[src/rtl/riscv_pipe_pkg.sv]
// Shared pipeline definitions: slot record, forwarding-select encodings and select width helper.
package riscv_pipe_pkg;

    // Widest register address a slot can carry; narrower addresses are zero-extended.
    localparam int RA_MAX = 8;

    // Forwarding-select encodings: 0 = register file, k = chain slot k behind X.
    localparam int SEL_RF = 0;
    localparam int SEL_M  = 1;
    localparam int SEL_W  = 2;

    typedef struct packed {
        logic              valid;
        logic [RA_MAX-1:0] rd;
        logic              we;
        logic              is_load;
        logic [RA_MAX-1:0] rs1;
        logic [RA_MAX-1:0] rs2;
    } slot_t;

    function automatic int selw(input int depth);
        return $clog2(depth + 1);
    endfunction

endpackage

[src/rtl/sat_counter.sv]
// Event counter that sticks at all-ones instead of wrapping.
module sat_counter #(
    parameter int CNT_WIDTH = 16
) (
    input  logic                 clk,
    input  logic                 rst,
    input  logic                 inc,
    output logic [CNT_WIDTH-1:0] count
);

    // Count events until saturated; reset has priority.
    always_ff @(posedge clk) begin
        if (rst) begin
            count <= '0;
        end else if (inc && (count != '1)) begin
            count <= count + 1'b1;
        end
    end

endmodule

[src/rtl/pipe_hazard_unit.sv]
// Hazard unit: tracks X and the stages behind it, picks forwarding sources,
// detects load-use stalls and branch flushes, and counts both events.
module pipe_hazard_unit
    import riscv_pipe_pkg::*;
#(
    parameter int RAWIDTH   = 5,
    parameter int FWD_DEPTH = 2,
    parameter int CNT_WIDTH = 16
) (
    input  logic                        clk,
    input  logic                        rst,
    input  logic                        d_valid,
    input  logic [RAWIDTH-1:0]          d_rs1,
    input  logic [RAWIDTH-1:0]          d_rs2,
    input  logic [RAWIDTH-1:0]          d_rd,
    input  logic                        d_we,
    input  logic                        d_is_load,
    input  logic                        x_br_taken,
    output logic                        stall,
    output logic                        flush,
    output logic [selw(FWD_DEPTH)-1:0]  fwd_a_sel,
    output logic [selw(FWD_DEPTH)-1:0]  fwd_b_sel,
    output logic [CNT_WIDTH-1:0]        stall_cnt,
    output logic [CNT_WIDTH-1:0]        flush_cnt
);

    localparam int SELW = selw(FWD_DEPTH);

    // chain[0] is X; chain[k] is the k-th stage behind X.
    slot_t chain [0:FWD_DEPTH];
    slot_t d_slot;
    logic  [RA_MAX-1:0] d_rs1_w;
    logic  [RA_MAX-1:0] d_rs2_w;
    logic  load_use;

    function automatic logic is_writer(input slot_t s);
        return s.valid && s.we && (s.rd != '0);
    endfunction

    // Widen the D instruction into a slot record.
    always_comb begin
        d_rs1_w        = RA_MAX'(d_rs1);
        d_rs2_w        = RA_MAX'(d_rs2);
        d_slot         = '0;
        d_slot.valid   = d_valid;
        d_slot.rd      = RA_MAX'(d_rd);
        d_slot.we      = d_we;
        d_slot.is_load = d_is_load;
        d_slot.rs1     = d_rs1_w;
        d_slot.rs2     = d_rs2_w;
    end

    // Load in X feeding the D instruction; a flush wins over the stall.
    always_comb begin
        flush    = x_br_taken && chain[0].valid;
        load_use = d_valid && is_writer(chain[0]) && chain[0].is_load &&
                   ((chain[0].rd == d_rs1_w) || (chain[0].rd == d_rs2_w));
        stall    = load_use && !flush;
    end

    // Scan from the oldest slot down so the youngest matching writer wins.
    always_comb begin
        fwd_a_sel = SELW'(SEL_RF);
        fwd_b_sel = SELW'(SEL_RF);
        for (int k = FWD_DEPTH; k >= 1; k--) begin
            if (chain[0].valid && (chain[0].rs1 != '0) &&
                is_writer(chain[k]) && (chain[k].rd == chain[0].rs1)) begin
                fwd_a_sel = SELW'(k);
            end
            if (chain[0].valid && (chain[0].rs2 != '0) &&
                is_writer(chain[k]) && (chain[k].rd == chain[0].rs2)) begin
                fwd_b_sel = SELW'(k);
            end
        end
    end

    // Stages after X never stall, so the chain advances every cycle; X takes a bubble on stall or flush.
    always_ff @(posedge clk) begin
        if (rst) begin
            for (int k = 0; k <= FWD_DEPTH; k++) begin
                chain[k] <= '0;
            end
        end else begin
            chain[0] <= (stall || flush) ? '0 : d_slot;
            for (int k = 1; k <= FWD_DEPTH; k++) begin
                chain[k] <= chain[k-1];
            end
        end
    end

    sat_counter #(.CNT_WIDTH(CNT_WIDTH)) u_stall_cnt (
        .clk   (clk),
        .rst   (rst),
        .inc   (stall),
        .count (stall_cnt)
    );

    sat_counter #(.CNT_WIDTH(CNT_WIDTH)) u_flush_cnt (
        .clk   (clk),
        .rst   (rst),
        .inc   (flush),
        .count (flush_cnt)
    );

endmodule

[config.mk]
export PLATFORM = sky130hd
export DESIGN_NAME = pipe_hazard_unit
export DESIGN_NICKNAME = d
export VERILOG_FILES = /design/src/rtl/riscv_pipe_pkg.sv /design/src/rtl/sat_counter.sv /design/src/rtl/pipe_hazard_unit.sv
export SDC_FILE = /design/constraint.sdc
export NUM_CORES = 1
export LEC_CHECK = 0
export CORE_ASPECT_RATIO = 1.5
export CORE_UTILIZATION = 46
export DETAILED_ROUTE_END_ITERATION = 8
export PLACE_DENSITY = 0.77
export RECOVER_POWER = 50
export SYNTH_ARGS = -nofsm -noshare
export SYNTH_HDL_FRONTEND = slang
export SYNTH_SLANG_ARGS = --single-unit
[constraint.sdc]
create_clock -name clk -period 1.85 [get_ports clk]
set_input_delay 0.555 -clock clk [delete_from_list [all_inputs] [get_ports clk]]
set_output_delay 0.555 -clock clk [all_outputs]
set_load 0.02 [all_outputs]
==> impl_metrics.env <==
export IMPL_rsz0062_at_grt="yes"
export IMPL_period_needed_ps=2390
export IMPL_drv_cap=0
export IMPL_drt_iter0_drc=93
export IMPL_crit_fanout=2
export IMPL_synth_ff_type="dfxtp_1"
export IMPL_synth_cell_type_count=48
export IMPL_dpl_cell_count=507
export IMPL_ir_drop_mv=0.719
export IMPL_yosys_warnings=0
export IMPL_hold_buffers=0
export IMPL_syn_inst=330
export IMPL_violations="negative setup slack"
export IMPL_initial_core_util_pct=48.4
export IMPL_gp_congestion=0.865
export IMPL_numCtsBuffers=9
export IMPL_die_h_um=101
export IMPL_startpoint="chain[0][49]"
export IMPL_fmax_ghz=0.419
export IMPL_syn_area_mm2=0.00301
export IMPL_die_w_um=68.0
export IMPL_synth_seq_cells=64
export IMPL_r2r_end="chain[0][1]"
export IMPL_grt_antenna_before_repair=0
export IMPL_synth_edff_count=0
export IMPL_nFillCells=428
export IMPL_wirelength_um=9550
export IMPL_viasPerCell=5.80
export IMPL_fin_crit_sh_pct=129
export IMPL_reg2reg_from="chain[0][22]"
export IMPL_dieArea_mm2=0.00687
export IMPL_clock_path_buffers=2
export IMPL_avgSynthCellArea_um2=9.11
export IMPL_cp_endpoint="fwd_b_sel[1]"
export IMPL_grt_overflow=0
export IMPL_htreeDepth=3
export IMPL_area_growth_syn_to_layout_pct=57.3
export IMPL_r2r_slack_ps=-170
export IMPL_grt_pass1_vias=2821
export IMPL_hold_ws_ps=447
export IMPL_grt_max_degree=38
export IMPL_slew_headroom_pct=43.8
export IMPL_track_usage_pct=24.1
export IMPL_rows=35
export IMPL_nNetsFinal=479
export IMPL_finalWorstSetupSlack_ps=-536
export IMPL_multi_input_area_mm2=0.00200
export IMPL_numPortBuffers=58
export IMPL_via_count=3104
export IMPL_dr_pass1_iters=4
export IMPL_hold_path_class="input port to flop"
export IMPL_coreArea_mm2=0.00622
export IMPL_crit_arrival_ps=1830
export IMPL_antenna_cells=0
export IMPL_drive_gt1_share_pct=36.2
export IMPL_cp_end_kind="output pin"
export IMPL_tightest_slew_ps=844
export IMPL_outcome="complete, but fails checks"
export IMPL_pin_count=59
export IMPL_synthArstFlopShare_pct=0
export IMPL_critPathLaunchType="flop"
export IMPL_drv_slew=0
export IMPL_skew_ps=8.51
export IMPL_ant_nets=0
export IMPL_final_cell_mix="dfxtp_1 (58), buf_4 (58), dlygate4sd2_1 (32)"
export IMPL_timing_worst_setup_path_type="flop to output pin"
export IMPL_fin_cells=535
export IMPL_drc=0
export IMPL_ys_seq_area_share_pct=42.6
export IMPL_required_ps=1290
export IMPL_synth_nets=353
export IMPL_wl_per_cell_um=17.9
export IMPL_grt_pass1_wl_um=12400
export IMPL_cts_sinks=64
export IMPL_clk_pin_slew_ps=70
export IMPL_ff_latch_area_mm2=0.00130
export IMPL_cts_tree="built"
export IMPL_p_leak_uw=0.00204
export IMPL_dp_final_hpwl_um=5660
export IMPL_finalHoldViolCount=0
export IMPL_insertion_delay_ps=340
export IMPL_pre_cts_slack_ps=-941
export IMPL_p_per_area_mw_per_mm2=643
export IMPL_final_setup_viol_count=39
export IMPL_cts_root_buf="clkbuf_8"
export IMPL_r2r_cells=8
-- critical path, cell delays in order, from the launching register on --
cell	delay [ps]
dfxtp_1	310
or4_1	510
o211ai_1	180
buf_4	150
nor3_2	50
nor4_4	120
buf_4	180
-- logic make-up (layout without fill, tap and decap cells) --
kind of cell	count (synthesis)	count (layout)	synth area share, %
XOR/XNOR	42	42	12.2
buffers and inverters	17	148	2.50
flip-flops	64	64	42.6
multiplexers	4	4	1.46
AO/OA/AOI/OAI	44	44	9.69
adder cells (fa/ha/maj)	2	2	0.832
AND/OR/NAND/NOR	157	157	30.7
-- report_power, final --
group,switching (uW),internal [uW]
registers,35.8,1410
logic,174,203
clock network,526,693
-- repair_timing --
item,in CTS,in global routing
buffers inserted,2,5
pin swaps,13,42
gates resized for setup,110,63
endpoints found under the setup margin,79,36
gates cloned,0,6
-- layout make-up --
| type | instances | area share, % |
|---|---|---|
| flip-flops and latches | 64 | 27.5 |
| multi-input cells | 249 | 42.2 |
| repair buffers | 126 | 23.7 |
| clock buffers | 13 | 3.36 |
| inverters | 6 | 0.476 |
| well taps | 74 | 1.96 |
| clock inverters | 3 | 0.846 |
-- stage by stage --
step	cell area, um2	utilization [%]	setup TNS [ps]	power (uW)
finish	4730	76.1	-5870	3040
global route	4730	76.1	-7610	3140
CTS	4310	69.3	-2360	2930
detailed placement	4140	66.6	-31750	1760
global placement	4140	66.6	-29940	1750
floorplan	3100	-	-573	1630
-- worst min path at each step --
stage                     cells after the start      endpoint         start
after floorplan                               1  chain[0][80]  chain[0][53]
after global placement                        1  chain[0][80]  chain[0][53]
after global routing                          2  chain[0][11]      d_rs1[3]
after detailed placement                      1  chain[0][80]  chain[0][53]
final                                         2  chain[0][11]      d_rs1[3]
after CTS                                     2   chain[0][8]      d_rs1[0]
-- routing by layer --
metal  GRT usage, %  vias to the layer above  part of all wire (%)
li1               -                     1433                     -
met1           23.3                     1510                    34
met2           45.0                      119                    56
met3           3.85                       42                   4.0
met4           14.7                        0                   5.5
met5              0                        -                     0
-- synth_stat cells (2+ instances only) --
cell | instances | area [um2]
nand2_1 | 18 | 67.6
nand4_2 | 2 | 25.0
or3_1 | 5 | 31.3
or4_1 | 12 | 90.1
and2_1 | 20 | 125
o211ai_1 | 2 | 15.0
nand3_1 | 11 | 55.1
mux2_2 | 3 | 33.8
inv_1 | 6 | 22.5
ha_1 | 2 | 25.0
nand4b_1 | 2 | 17.5
xnor2_1 | 19 | 166
dfxtp_1 | 64 | 1280
a211oi_1 | 3 | 22.5
nor2b_1 | 18 | 113
and3_1 | 3 | 18.8
o21ai_0 | 6 | 30.0
clkbuf_1 | 6 | 22.5
nor2_1 | 25 | 93.8
nor3_1 | 11 | 55.1
o31ai_1 | 9 | 67.6
a21oi_1 | 15 | 75.1
nor3_2 | 2 | 20.0
nand4_1 | 8 | 50.1
and4_1 | 4 | 35.0
buf_2 | 3 | 15.0
nor4_1 | 8 | 50.1
xor2_1 | 23 | 201
-- flip-flops by register name (all words and copies together), names as in the netlist --
name,flops
u_stall_cnt.count,16
u_flush_cnt.count,16
chain,32
(Power assumes the default switching activity.)
